`src/rtl/systolic_input_skew.sv`:
```
// Left-edge feeder for the PE array: a vector FIFO followed by a diagonal
// skew pipeline. Optional macro SKEW_OCCUPANCY_EN adds a fifo_count port.
module systolic_input_skew #(
  parameter int N      = 2,
  parameter int DATA_W = 16,
  parameter int DEPTH  = 4
) (
  input  logic                  clk,
  input  logic                  rst,
  input  logic                  enable,
  input  logic                  in_valid,
  output logic                  in_ready,
  input  logic [N*DATA_W-1:0]   in_data,
  input  logic                  in_last,
  input  logic                  in_first,
  output logic [N-1:0]          out_valid,
  output logic [N*DATA_W-1:0]   out_data,
  output logic [N-1:0]          out_switch,
  output logic                  tile_done,
  output logic                  busy
`ifdef SKEW_OCCUPANCY_EN
  ,
  output logic [$clog2(DEPTH):0] fifo_count
`endif
);

  localparam int PTR_W = $clog2(DEPTH);
  localparam int CNT_W = PTR_W + 1;
  localparam int DC_W  = $clog2(N + 1);
  localparam int ENT_W = N * DATA_W + 2;

  typedef enum logic [1:0] {IDLE, STREAM, DRAIN} state_t;

  state_t             state_q, state_d;
  logic [DC_W-1:0]    drain_cnt_q, drain_cnt_d;
  logic               tile_done_q, tile_done_d;
  logic [PTR_W-1:0]   wr_ptr_q, wr_ptr_d, rd_ptr_q, rd_ptr_d;
  logic [CNT_W-1:0]   count_q, count_d;
  logic [ENT_W-1:0]   mem_q [DEPTH];
  logic [ENT_W-1:0]   mem_d [DEPTH];

  logic               push, pop, fifo_empty;
  logic [ENT_W-1:0]   pop_entry;
  logic [N*DATA_W-1:0] pop_data;
  logic               pop_first, pop_last;

  // in_ready comes from the registered count only, so a full FIFO never
  // accepts a write even if a pop happens in the same cycle.
  assign in_ready   = (count_q != CNT_W'(DEPTH));
  assign fifo_empty = (count_q == '0);
  assign push       = in_valid && in_ready;
  assign pop_entry  = mem_q[rd_ptr_q];
  assign pop_data   = pop_entry[ENT_W-1:2];
  assign pop_first  = pop_entry[1];
  assign pop_last   = pop_entry[0];

  always_comb begin
    mem_d    = mem_q;
    wr_ptr_d = wr_ptr_q;
    rd_ptr_d = rd_ptr_q;
    count_d  = count_q;
    if (push) begin
      mem_d[wr_ptr_q] = {in_data, in_first, in_last};
      wr_ptr_d        = wr_ptr_q + 1'b1;
    end
    if (pop) begin
      rd_ptr_d = rd_ptr_q + 1'b1;
    end
    if (push && !pop) begin
      count_d = count_q + 1'b1;
    end else if (!push && pop) begin
      count_d = count_q - 1'b1;
    end
  end

  always_comb begin
    state_d     = state_q;
    drain_cnt_d = drain_cnt_q;
    tile_done_d = tile_done_q;
    pop         = 1'b0;
    if (enable) begin
      tile_done_d = 1'b0;
      case (state_q)
        IDLE, STREAM: begin
          if (!fifo_empty) begin
            pop = 1'b1;
            if (pop_last) begin
              state_d     = DRAIN;
              drain_cnt_d = DC_W'(N);
            end else begin
              state_d = STREAM;
            end
          end
        end
        DRAIN: begin
          // Last element reaches lane N-1 as the count hits 1.
          if (drain_cnt_q == DC_W'(1)) begin
            tile_done_d = 1'b1;
            state_d     = IDLE;
          end else begin
            drain_cnt_d = drain_cnt_q - 1'b1;
          end
        end
        default: state_d = IDLE;
      endcase
    end
  end

  always_ff @(posedge clk or negedge rst) begin
    if (!rst) begin
      state_q     <= IDLE;
      drain_cnt_q <= '0;
      tile_done_q <= 1'b0;
      wr_ptr_q    <= '0;
      rd_ptr_q    <= '0;
      count_q     <= '0;
    end else begin
      state_q     <= state_d;
      drain_cnt_q <= drain_cnt_d;
      tile_done_q <= tile_done_d;
      wr_ptr_q    <= wr_ptr_d;
      rd_ptr_q    <= rd_ptr_d;
      count_q     <= count_d;
    end
  end

  always_ff @(posedge clk) begin
    mem_q <= mem_d;
  end

  // Skew pipeline: lane i is a shift register of i+1 stages; stage 0 is bit 0.
  for (genvar i = 0; i < N; i++) begin : g_lane
    logic [i:0]               vld_q, vld_d, sw_q, sw_d;
    logic [(i+1)*DATA_W-1:0]  dat_q, dat_d;
    logic signed [DATA_W-1:0] dat_in;

    assign dat_in = pop ? pop_data[i*DATA_W +: DATA_W] : '0;

    if (i == 0) begin : g_head
      always_comb begin
        vld_d = vld_q;
        sw_d  = sw_q;
        dat_d = dat_q;
        if (enable) begin
          vld_d = pop;
          sw_d  = pop & pop_first;
          dat_d = dat_in;
        end
      end
    end else begin : g_tail
      always_comb begin
        vld_d = vld_q;
        sw_d  = sw_q;
        dat_d = dat_q;
        if (enable) begin
          vld_d = {vld_q[i-1:0], pop};
          sw_d  = {sw_q[i-1:0], pop & pop_first};
          dat_d = {dat_q[i*DATA_W-1:0], dat_in};
        end
      end
    end

    always_ff @(posedge clk or negedge rst) begin
      if (!rst) begin
        vld_q <= '0;
        sw_q  <= '0;
        dat_q <= '0;
      end else begin
        vld_q <= vld_d;
        sw_q  <= sw_d;
        dat_q <= dat_d;
      end
    end

    assign out_valid[i]                   = vld_q[i];
    assign out_switch[i]                  = sw_q[i];
    assign out_data[i*DATA_W +: DATA_W]   = dat_q[i*DATA_W +: DATA_W];
  end

  assign tile_done = tile_done_q;
  assign busy      = (state_q != IDLE) || !fifo_empty;

`ifdef SKEW_OCCUPANCY_EN
  assign fifo_count = count_q;
`endif

endmodule

```
`config.mk`:
```
export PLATFORM = sky130hd
export DESIGN_NAME = systolic_input_skew
export DESIGN_NICKNAME = d
export VERILOG_FILES = /design/src/rtl/systolic_input_skew.sv
export SDC_FILE = /design/constraint.sdc
export NUM_CORES = 1
export LEC_CHECK = 0
export ABC_AREA = 1
export CAP_MARGIN = 15
export CORE_MARGIN = 2
export CORE_UTILIZATION = 38
export CTS_CLUSTER_SIZE = 14
export DETAILED_ROUTE_END_ITERATION = 7
export PLACE_DENSITY = 0.61
export SLEW_MARGIN = 20
export SYNTH_ARGS = -nofsm -noshare
export SYNTH_HDL_FRONTEND = slang
export SYNTH_SLANG_ARGS = --single-unit
```
`constraint.sdc`:
```
create_clock -name clk -period 5.99 [get_ports clk]
set_input_delay 1.198 -clock clk [delete_from_list [all_inputs] [get_ports clk]]
set_output_delay 1.198 -clock clk [all_outputs]
set_load 0.1 [all_outputs]
```
==> impl_results.md, run 1 <==
* Setup ws final at 2.54 ns
* Beginning of the critical path: count_q[0]
* Dpl ws at 2.74 ns
* Fin. Hold Viols at 0
* Min cycle time layout at 3.45 ns
* Largest buffer count on any clock path at 2
* Hold_buf cts at 0
* Clk_skew at 0.00829 ns
* Number of global-route vias before repair at 4697
* Clock transition at path regs at 0.07 ns
* Num CTS Buffers at 17
* Port bufs at 76
* Postcts setup bufs at 0
* DRC at 0
* Hold Crit Class: flop to flop
* Crit path capture: busy
* Cell variety after synth at 26
* Max-slew headroom at 32.9%
* CTS tree: yes
* Share of cells above drive strength 1 at 7.25%
* Avg Vias per Cell at 4.72
* Largest net degree at the start of global routing at 71
* Synth top area cells: edfxtp_1, dfrtp_1, nand2_1
* Commonest cells after routing, fill and taps aside: nand2_1, edfxtp_1, nand3_1
* WHS at 0.471 ns
* Required @ worst endpoint at 4.79 ns
* R2R depth at 9
* Switch Pwr at 2.13 mW
* Total negative slack at 0 ns
* Die height at 148 µm
* Outcome: finished clean
* H-Tree Depth at 4
* Seq cells post-synth at 200
* GR Overflow Total at 0
* Ys Warns at 0
* First-pass GRT wire length at 24800 µm
* Die Area at 22000 µm²
* Clock Power Share at 21.5%
* Max_cap viols at 0
* Avg WL per Cell at 15.4 µm
* Peak supply drop at 0.000216 V
* Final Max Tran Viols at 0
* Worst r2r src: rd_ptr_q[0]
* Max Clk Rate at 289 MHz
* Most common cell after layout, fill and taps aside: nand2_1
* Post-CTS sizing at 0
* Clock Latency Late Sink at 0.43 ns
* Total power at 5.11 mW
* Total number of vias at 4786
* R2R setup slack at 3.71 ns
* Core ar. at 20300 µm²
* RSZ-0062 raised after global routing: no
* Cell Area, Synth at 7910 µm²
* Post-Syn Instances at 681
* Antenna viol nets, final at 0
* IO Pins at 77
* Root buffer cell: clkbuf_16
* RR Endpoint: drain_cnt_q[0]
* PwrDens at 544 nW/µm²
* Synthesized area per cell at 11.6 µm²
* Area Growth Syn to Fin at 18.8%
* P_leak at 3.79 nW
* Worst Tran Pin Value at 1.00 ns
* Net Sw Frac at 41.7%
* Syn Nets at 726
* Drt total wl at 15600 µm
* CTS sink count at 200
* DR pass1 iterations at 4
* Critical Path AT at 2.26 ns
* Top-area cell type share of the netlist area at 51.7%
* RD Place Congestion at 0.715
* Final Core Density at 46.3%
* Int Power at 2.98 mW
* Initial antenna violation count at 0
* Startpoint class of the critical path: flop
* Crit path max fanout at 3
* CP Class: flop to output pin
* Initial core utilization at 38.9%
* Total GRT Usage at 14.8%
* # setup viols final at 0
* Die W at 148 µm
* Gate power share at 39.6%
* Number of diodes at 0
* Layout Nets at 777
* Initial DRC Count at 322
* Row count at 52
* Seq pwr share at 38.9%
* Period utilization at 57.7%
* Detailed placement HPWL at 8650 µm
* Crit end category: output pin
* Seq/Total Area, Yosys at 71.9%
* Yosys top cell by area: edfxtp_1
## worst max-delay path, stage by stage (launching register included)
cell,delay [ns]
dfrtp_1,0.42
nor2_2,0.09
nand3_1,0.09
inv_1,0.06
nand2_1,0.05
clkdlybuf4s50_1,1.12
## power groups by stage
stage | Sequential (mW) | Combinational [mW] | Clock (mW)
floorplan | 2.35 | 1.26 | 0
global placement | 2.02 | 1.99 | 0
detailed placement | 2.02 | 2.00 | 0
CTS | 2.00 | 2.00 | 1.14
global route | 2.03 | 2.19 | 1.19
finish | 1.99 | 2.03 | 1.10
## cell usage after synthesis
| library cell | number |
|---|---|
| nor2_2 | 1 |
| nand2_1 | 274 |
| mux2_2 | 1 |
| or2_2 | 1 |
| buf_2 | 19 |
| edfxtp_1 | 136 |
| o211ai_1 | 1 |
| a21oi_1 | 1 |
| inv_4 | 1 |
| buf_6 | 4 |
| dfrtp_1 | 64 |
| ha_1 | 6 |
| o21ai_1 | 1 |
| nand2_2 | 2 |
| inv_1 | 14 |
| buf_4 | 25 |
| nor2_1 | 7 |
| buf_1 | 1 |
| o21ai_0 | 6 |
| clkbuf_1 | 2 |
| fa_1 | 1 |
| inv_2 | 3 |
| nand3_1 | 105 |
| xnor2_1 | 1 |
| nand3_4 | 1 |
| xor2_1 | 3 |
## cell families (layout without fill, tap and decap cells)
group | Yosys count | in the layout | share of synthesized area, %
XOR/XNOR | 4 | 4 | 0.443
flip-flops | 200 | 200 | 71.9
AO/OA/AOI/OAI | 9 | 9 | 0.601
adder cells (fa/ha/maj) | 7 | 7 | 1.20
buffers and inverters | 69 | 133 | 5.17
multiplexers | 1 | 1 | 0.142
AND/OR/NAND/NOR | 391 | 391 | 20.5
## flip-flops by register name (all words and copies together), names as in the netlist
signal / flops
state_q: 2
wr_ptr_q: 2
drain_cnt_q: 2
count_q: 3
mem_q: 136
g_lane.sw_q: 2
g_lane.dat_q: 48
g_lane.vld_q: 2
tile_done: 1
rd_ptr_q: 2
## how the worst min path moves through the flow
stage	endpoint	startpoint	cells past startpoint	slack (ns)
finish	g_lane[1].dat_q[26]	g_lane[1].dat_q[26]	2	0.47
global route	g_lane[1].dat_q[19]	g_lane[1].dat_q[19]	2	0.50
CTS	g_lane[1].dat_q[26]	g_lane[1].dat_q[26]	2	0.47
detailed placement	g_lane[1].dat_q[26]	g_lane[1].dat_q[26]	2	0.46
global placement	g_lane[1].dat_q[26]	g_lane[1].dat_q[26]	2	0.45
floorplan	drain_cnt_q[1]	drain_cnt_q[1]	2	0.44
## through the flow
stage	instances	cell area (µm²)
after floorplan	681	7910
after global placement	979	8720
after detailed placement	979	8720
after CTS	1011	9290
after global routing	1015	9400
final	1015	9400
## area by class of cell
| class | count | area (µm²) |
|---|---|---|
| Timing Repair Buffer | 83 | 883 |
| Inverter | 18 | 70.1 |
| Fill cell | 1859 | 10900 |
| Clock inverter | 11 | 95.1 |
| Multi-Input combinational cell | 412 | 1840 |
| Tap cell | 270 | 338 |
| Clock buffer | 21 | 482 |
| Sequential cell | 200 | 5690 |
## metal layers
layer / GRT usage (%) / part of all wire (%) / up-vias
met3: 3.07 / 3.1 / 14
met2: 24.6 / 50 / 88
met4: 5.95 / 1.5 / 0
met5: 0 / 0 / -
li1: - / - / 2359
met1: 19.1 / 46 / 2325
Note: power is estimated with default switching activity, not from simulation.
==> run 2: changes to the inputs <==
- clock period: 5.99 -> 3.4 ns (I/O delays scaled with it)
==> impl_results.md, run 2 (same netlist as run 1, synthesis figures left out) <==
* Worst path bufs/invs at 1 (-1)
* Setup ws final at 0.796 ns (-1.74 ns)
* Detailed placement HPWL at 8450 µm (-2.3%)
* Max_cap viols at 0 (unchanged)
* Initial antenna violation count at 1 (+1)
* Most common cell after layout, fill and taps aside: nand2_1
* Max Clk Rate at 384 MHz
* Total GRT Usage at 15.2% (+0.44 points)
* IO Pins at 77 (unchanged)
* Cell Area, Placed at 8680 µm² (-0.37%)
* Min cycle time layout at 2.60 ns
* Die W at 148 µm (unchanged)
* Die height at 148 µm (unchanged)
* GR Overflow Total at 0 (unchanged)
* Area of the multi-input gates at 1840 µm² (unchanged)
* CTS tree: yes
* Core ar. at 20300 µm² (unchanged)
* P_leak at 3.82 nW (+0.89%)
* Biggest regs: mem_q: 136 flops, g_lane.dat_q: 48 flops, count_q: 3 flops
* Biggest register: mem_q
* Crit end category: output pin
* Worst r2r src: count_q[0]
* Filler cell count in the final layout at 1894 (+1.9%)
* Hold_buf cts at 0 (unchanged)
* Dpl ws at 0.813 ns (-1.93 ns)
* PwrDens at 970 nW/µm² (+78%)
* Avg WL per Cell at 15.7 µm (+1.6%)
* DR pass1 iterations at 4 (unchanged)
* Postcts setup bufs at 0 (unchanged)
* Flip-flop and latch area at 5690 µm² (unchanged)
* First-pass GRT wire length at 25300 µm (+2.0%)
* Clk_skew at 0.00849 ns (+0.000196 ns)
* Number of diodes at 0 (unchanged)
* Total number of vias at 4809 (+0.48%)
* Row count at 52 (unchanged)
* Max-slew headroom at 29.3% (-3.7 points)
* R2R setup slack at 1.25 ns (-2.46 ns)
* Area Growth Syn to Fin at 17.6%
* Initial core utilization at 38.9% (unchanged)
* Hold Crit Class: input port to async pin
* Startpoint class of the critical path: flop
* Avg Vias per Cell at 4.74 (+0.48%)
* Root buffer cell: clkbuf_16
* Post-CTS sizing at 0 (unchanged)
* Final Max Tran Viols at 0 (unchanged)
* Critical Path AT at 1.92 ns (-0.34 ns)
* # setup viols final at 0 (unchanged)
* Number of global-route vias before repair at 4698 (+0.021%)
* Clock Latency Late Sink at 0.42 ns (about the same)
* CTS sink count at 200 (unchanged)
* Num CTS Buffers at 17 (unchanged)
* Largest net degree at the start of global routing at 71 (unchanged)
* CP Cell Sequence: clkdlybuf4s50_1
* Total negative slack at 0 ns (unchanged)
* Critical path depth at 1 (-4)
* Beginning of the critical path: g_lane[0].dat_q[8]
* WHS at 0.371 ns (-0.100 ns)
* Die Area at 22000 µm² (unchanged)
* CP max stage cell: clkdlybuf4s50_1
* Fin. Hold Viols at 0 (unchanged)
* Port bufs at 76 (unchanged)
* R2R depth at 8 (-1)
* Peak supply drop at 0.000382 V (+77%)
* Max reg flops at 136 (unchanged)
* Crit path capture: out_data[8]
* Largest buffer count on any clock path at 2 (unchanged)
* H-Tree Depth at 4 (unchanged)
* Slowest Stage Delay on Critical Path at 1.14 ns (+0.02 ns)
* Crit path max-delay family: buffers and inverters
* Share of cells above drive strength 1 at 10.3% (+3.1 points)
* DRC at 0 (unchanged)
* Antenna viol nets, final at 0 (unchanged)
* Layout Nets at 777 (unchanged)
* Worst Tran Pin Value at 1.06 ns (+0.0563 ns)
* RSZ-0062 raised after global routing: no
* Period utilization at 76.6%
* Commonest cells after routing, fill and taps aside: nand2_1, edfxtp_1, nand3_1
* Crit path max fanout at 2 (-1)
* Initial DRC Count at 291 (-9.6%)
* RD Place Congestion at 0.704 (-1.5%)
* RR Endpoint: count_q[1]
* Final Instance Area at 9300 µm² (-1.1%)
* Clock transition at path regs at 0.07 ns (about the same)
* Outcome: finished clean
* Drt total wl at 15900 µm (+1.6%)
* CP Class: flop to output pin
* Required @ worst endpoint at 2.72 ns (-2.07 ns)
run 2: cell types whose count changed in the layout (fill, tap and decap cells not counted), sizes merged:
cell and change:
buf +25, bufinv +1, clkbuf +2, clkdlybuf4s50 -25, clkinvlp -3
run 2: worst min-delay path by stage:
stage / start / to / slack, ns / cells past startpoint
floorplan: rst / count_q[0] / 0.38 / 0
global placement: g_lane[1].dat_q[24] / g_lane[1].dat_q[24] / 0.46 / 2
detailed placement: g_lane[1].sw_q[1] / g_lane[1].sw_q[1] / 0.46 / 2
CTS: rst / g_lane[1].dat_q[19] / 0.40 / 1
global route: rst / g_lane[1].dat_q[19] / 0.43 / 1
finish: rst / g_lane[1].dat_q[20] / 0.37 / 1
run 2: worst register-to-register path: stages (launching register included):
cell     delay (ns)
dfrtp_1        0.43
nor2_2         0.18
nand2_1        0.12
nand2_2        0.23
inv_1          0.12
ha_1           0.20
inv_1          0.09
fa_1           0.41
mux2_2         0.27
run 2: layer usage:
layer	GRT usage (%)	routed length (µm)	up-vias
li1	-	-	2363
met4	5.05	234	2
met3	4.54	811	20
met1	18.9	6870	2340
met5	0	11	-
met2	25.6	7970	84
run 2: final cells by class:
cell class / count / share of cell area, %
tap: 270 / 3.63
clock buffer: 23 / 5.38
multi-input combinational: 412 / 19.8
clock inverter: 9 / 1.18
inverter: 18 / 0.754
timing repair buffer: 83 / 8.05
sequential: 200 / 61.2
run 2: where the power goes:
group / leakage, nW / switching (mW) / total [mW] / internal [mW]
Clock: 0.298 / 0.844 / 2.04 / 1.20
Combinational: 1.47 / 2.66 / 3.46 / 0.803
Sequential: 2.06 / 0.245 / 3.52 / 3.27
run 2: stage by stage:
step	power, mW	util [%]	instances
after CTS	9.12	45.8	1015
after global routing	9.55	45.8	1015
after detailed placement	7.08	42.8	983
after floorplan	6.35	-	681
final	9.02	45.8	1015
after global placement	7.04	42.8	983
==> run 3: changes to the inputs <==
- PLACE_DENSITY: 0.61 -> 0.63
- clock period: 3.4 -> 2.15 ns (I/O delays scaled with it)
==> impl_results.md, run 3 (same netlist as run 1, synthesis figures left out) <==
* Num CTS Buffers at 17 (unchanged)
* Outcome: finished clean
* Port bufs at 76 (unchanged)
* WHS at 0.409 ns (+0.0378 ns)
* DR pass1 iterations at 5 (+1)
* Min cycle time layout at 2.04 ns
* R2R setup slack at 0.20 ns (-1.05 ns)
* IO Pins at 77 (unchanged)
* GRT met2 Usage at 24.3% (-1.3 points)
* CP max stage cell: dfrtp_1
* Die W at 148 µm (unchanged)
* Hold Crit Class: input port to async pin
* Initial DRC Count at 307 (+5.5%)
* Die height at 148 µm (unchanged)
* Core ar. at 20300 µm² (unchanged)
* Total negative slack at 0 ns (unchanged)
* Commonest cells after routing, fill and taps aside: nand2_1, edfxtp_1, nand3_1
* Row count at 52 (unchanged)
* # setup viols final at 0 (unchanged)
* Peak supply drop at 0.000704 V (+85%)
* DRC at 0 (unchanged)
* CTS sink count at 200 (unchanged)
* Critical Path AT at 1.61 ns (-0.31 ns)
* CTS tree: yes
* Clk_skew at 0.00983 ns (+0.00134 ns)
* H-Tree Depth at 4 (unchanged)
* Share of cells above drive strength 1 at 14.7% (+4.4 points)
* Crit path max-delay family: flip-flops
* Detailed placement HPWL at 9560 µm (+13%)
* Final Max Tran Viols at 0 (unchanged)
* Area Growth Syn to Fin at 20.4%
* Largest buffer count on any clock path at 2 (unchanged)
* Largest net degree at the start of global routing at 50 (-30%)
* Worst path bufs/invs at 2 (+1)
* Total number of vias at 4818 (+0.19%)
* GR Overflow Total at 0 (unchanged)
* Startpoint class of the critical path: flop
* Antenna viol nets, final at 0 (unchanged)
* Crit end category: output pin
* Crit path max fanout at 3 (+1)
* Clock transition at path regs at 0.07 ns (about the same)
* Worst Tran Pin Value at 0.522 ns (-0.539 ns)
* P_leak at 3.95 nW (+3.4%)
* Total GRT Usage at 15.0% (-0.23 points)
* Met3 usage at 3.28% (-1.3 points)
* CP Class: flop to output pin
* Clock Latency Late Sink at 0.44 ns (+0.02 ns)
* Met1 GRT Util at 20.1% (+1.2 points)
* Total power at 14.5 mW (+60%)
* Fin. Hold Viols at 0 (unchanged)
* RD Place Congestion at 0.711 (+0.88%)
* Placed cells at 999 (+1.6%)
* Required @ worst endpoint at 1.72 ns (-1.00 ns)
* Gr busiest metal: met2
* Initial core utilization at 38.9% (unchanged)
* First-pass GRT wire length at 25100 µm (-0.79%)
* Initial antenna violation count at 0 (-1)
* Die Area at 22000 µm² (unchanged)
* Final Non-Filler Cells at 1032 (+1.7%)
* Root buffer cell: clkbuf_16
* Drt total wl at 15700 µm (-0.93%)
* Max-slew headroom at 65.1% (+36 points)
* Layout Nets at 794 (+2.2%)
* Slowest Stage Delay on Critical Path at 0.46 ns (-0.68 ns)
* RSZ-0062 raised after global routing: no
* Biggest register: mem_q
* Max_cap viols at 0 (unchanged)
* CP Cell Sequence: nor2_4 -> nand3_1 -> inv_1 -> nand2_1 -> buf_12
* Biggest regs: mem_q: 136 flops, g_lane.dat_q: 48 flops, count_q: 3 flops
* Avg WL per Cell at 15.3 µm (-2.6%)
* PwrDens at 1520 nW/µm² (+57%)
* Avg Vias per Cell at 4.67 (-1.5%)
* Number of diodes at 0 (unchanged)
* Period utilization at 95.0%
* Most common cell after layout, fill and taps aside: nand2_1
* Number of global-route vias before repair at 4723 (+0.53%)
* Postcts setup bufs at 0 (unchanged)
* Max reg flops at 136 (unchanged)
* Max Clk Rate at 490 MHz
==> run 3: changes by cell type in the layout (fill, tap and decap cells not counted), sizes merged <==
cell,change
buf,+30
clkdlybuf4s50,-14
clkbuf,-6
inv,+5
bufinv,-1
clkinv,+1
clkinvlp,+1
dlygate4sd3,+1
==> run 3: worst paths after layout <==
check,from,end,cells after the start
min in group clk,g_lane[1].dat_q[26],g_lane[1].dat_q[26],2
max reg2reg,count_q[0],count_q[1],8
min,rst,g_lane[1].dat_q[23],2
max in group asynchronous,rst,g_lane[1].dat_q[12],3
min reg2reg,g_lane[1].dat_q[26],g_lane[1].dat_q[26],2
max,count_q[0],busy,5
==> run 3: timing repair <==
item | CTS | global route
setup endpoints to repair | 1 | 0
hold endpoints to repair | 16 | 0
hold buffers | 1 | 0
resized for setup | 1 | 0
==> run 3: power by group <==
part / switching, mW / internal [mW] / total, mW
clock network: 1.49 / 1.65 / 3.14
logic: 4.27 / 1.48 / 5.75
registers: 0.409 / 5.16 / 5.57
==> run 3: metal layers <==
| layer | wire length (µm) | part of all wire (%) | vias up |
|---|---|---|---|
| li1 | - | - | 2397 |
| met1 | 7160 | 45 | 2302 |
| met2 | 7630 | 48 | 97 |
| met3 | 700 | 4.4 | 22 |
| met4 | 260 | 1.7 | 0 |
| met5 | 0 | 0 | - |
==> run 3: area by class of cell <==
cell class / instances / area (µm²)
clock inverter: 15 / 164
sequential: 200 / 5690
multi-input combinational: 412 / 1880
clock buffer: 17 / 425
inverter: 18 / 70.1
timing repair buffer: 100 / 956
fill: 1863 / 10800
tap: 270 / 338
==> run 3: per-stage QoR <==
stage                     area [µm²]  setup slack (ns)  utilization (%)
after global routing            9520           0.00687             46.9
after floorplan                 7970            0.0130                -
final                           9520             0.107             46.9
after global placement          8910            -0.129             43.9
after CTS                       9520            0.0795             46.9
after detailed placement        8910            -0.136             43.9
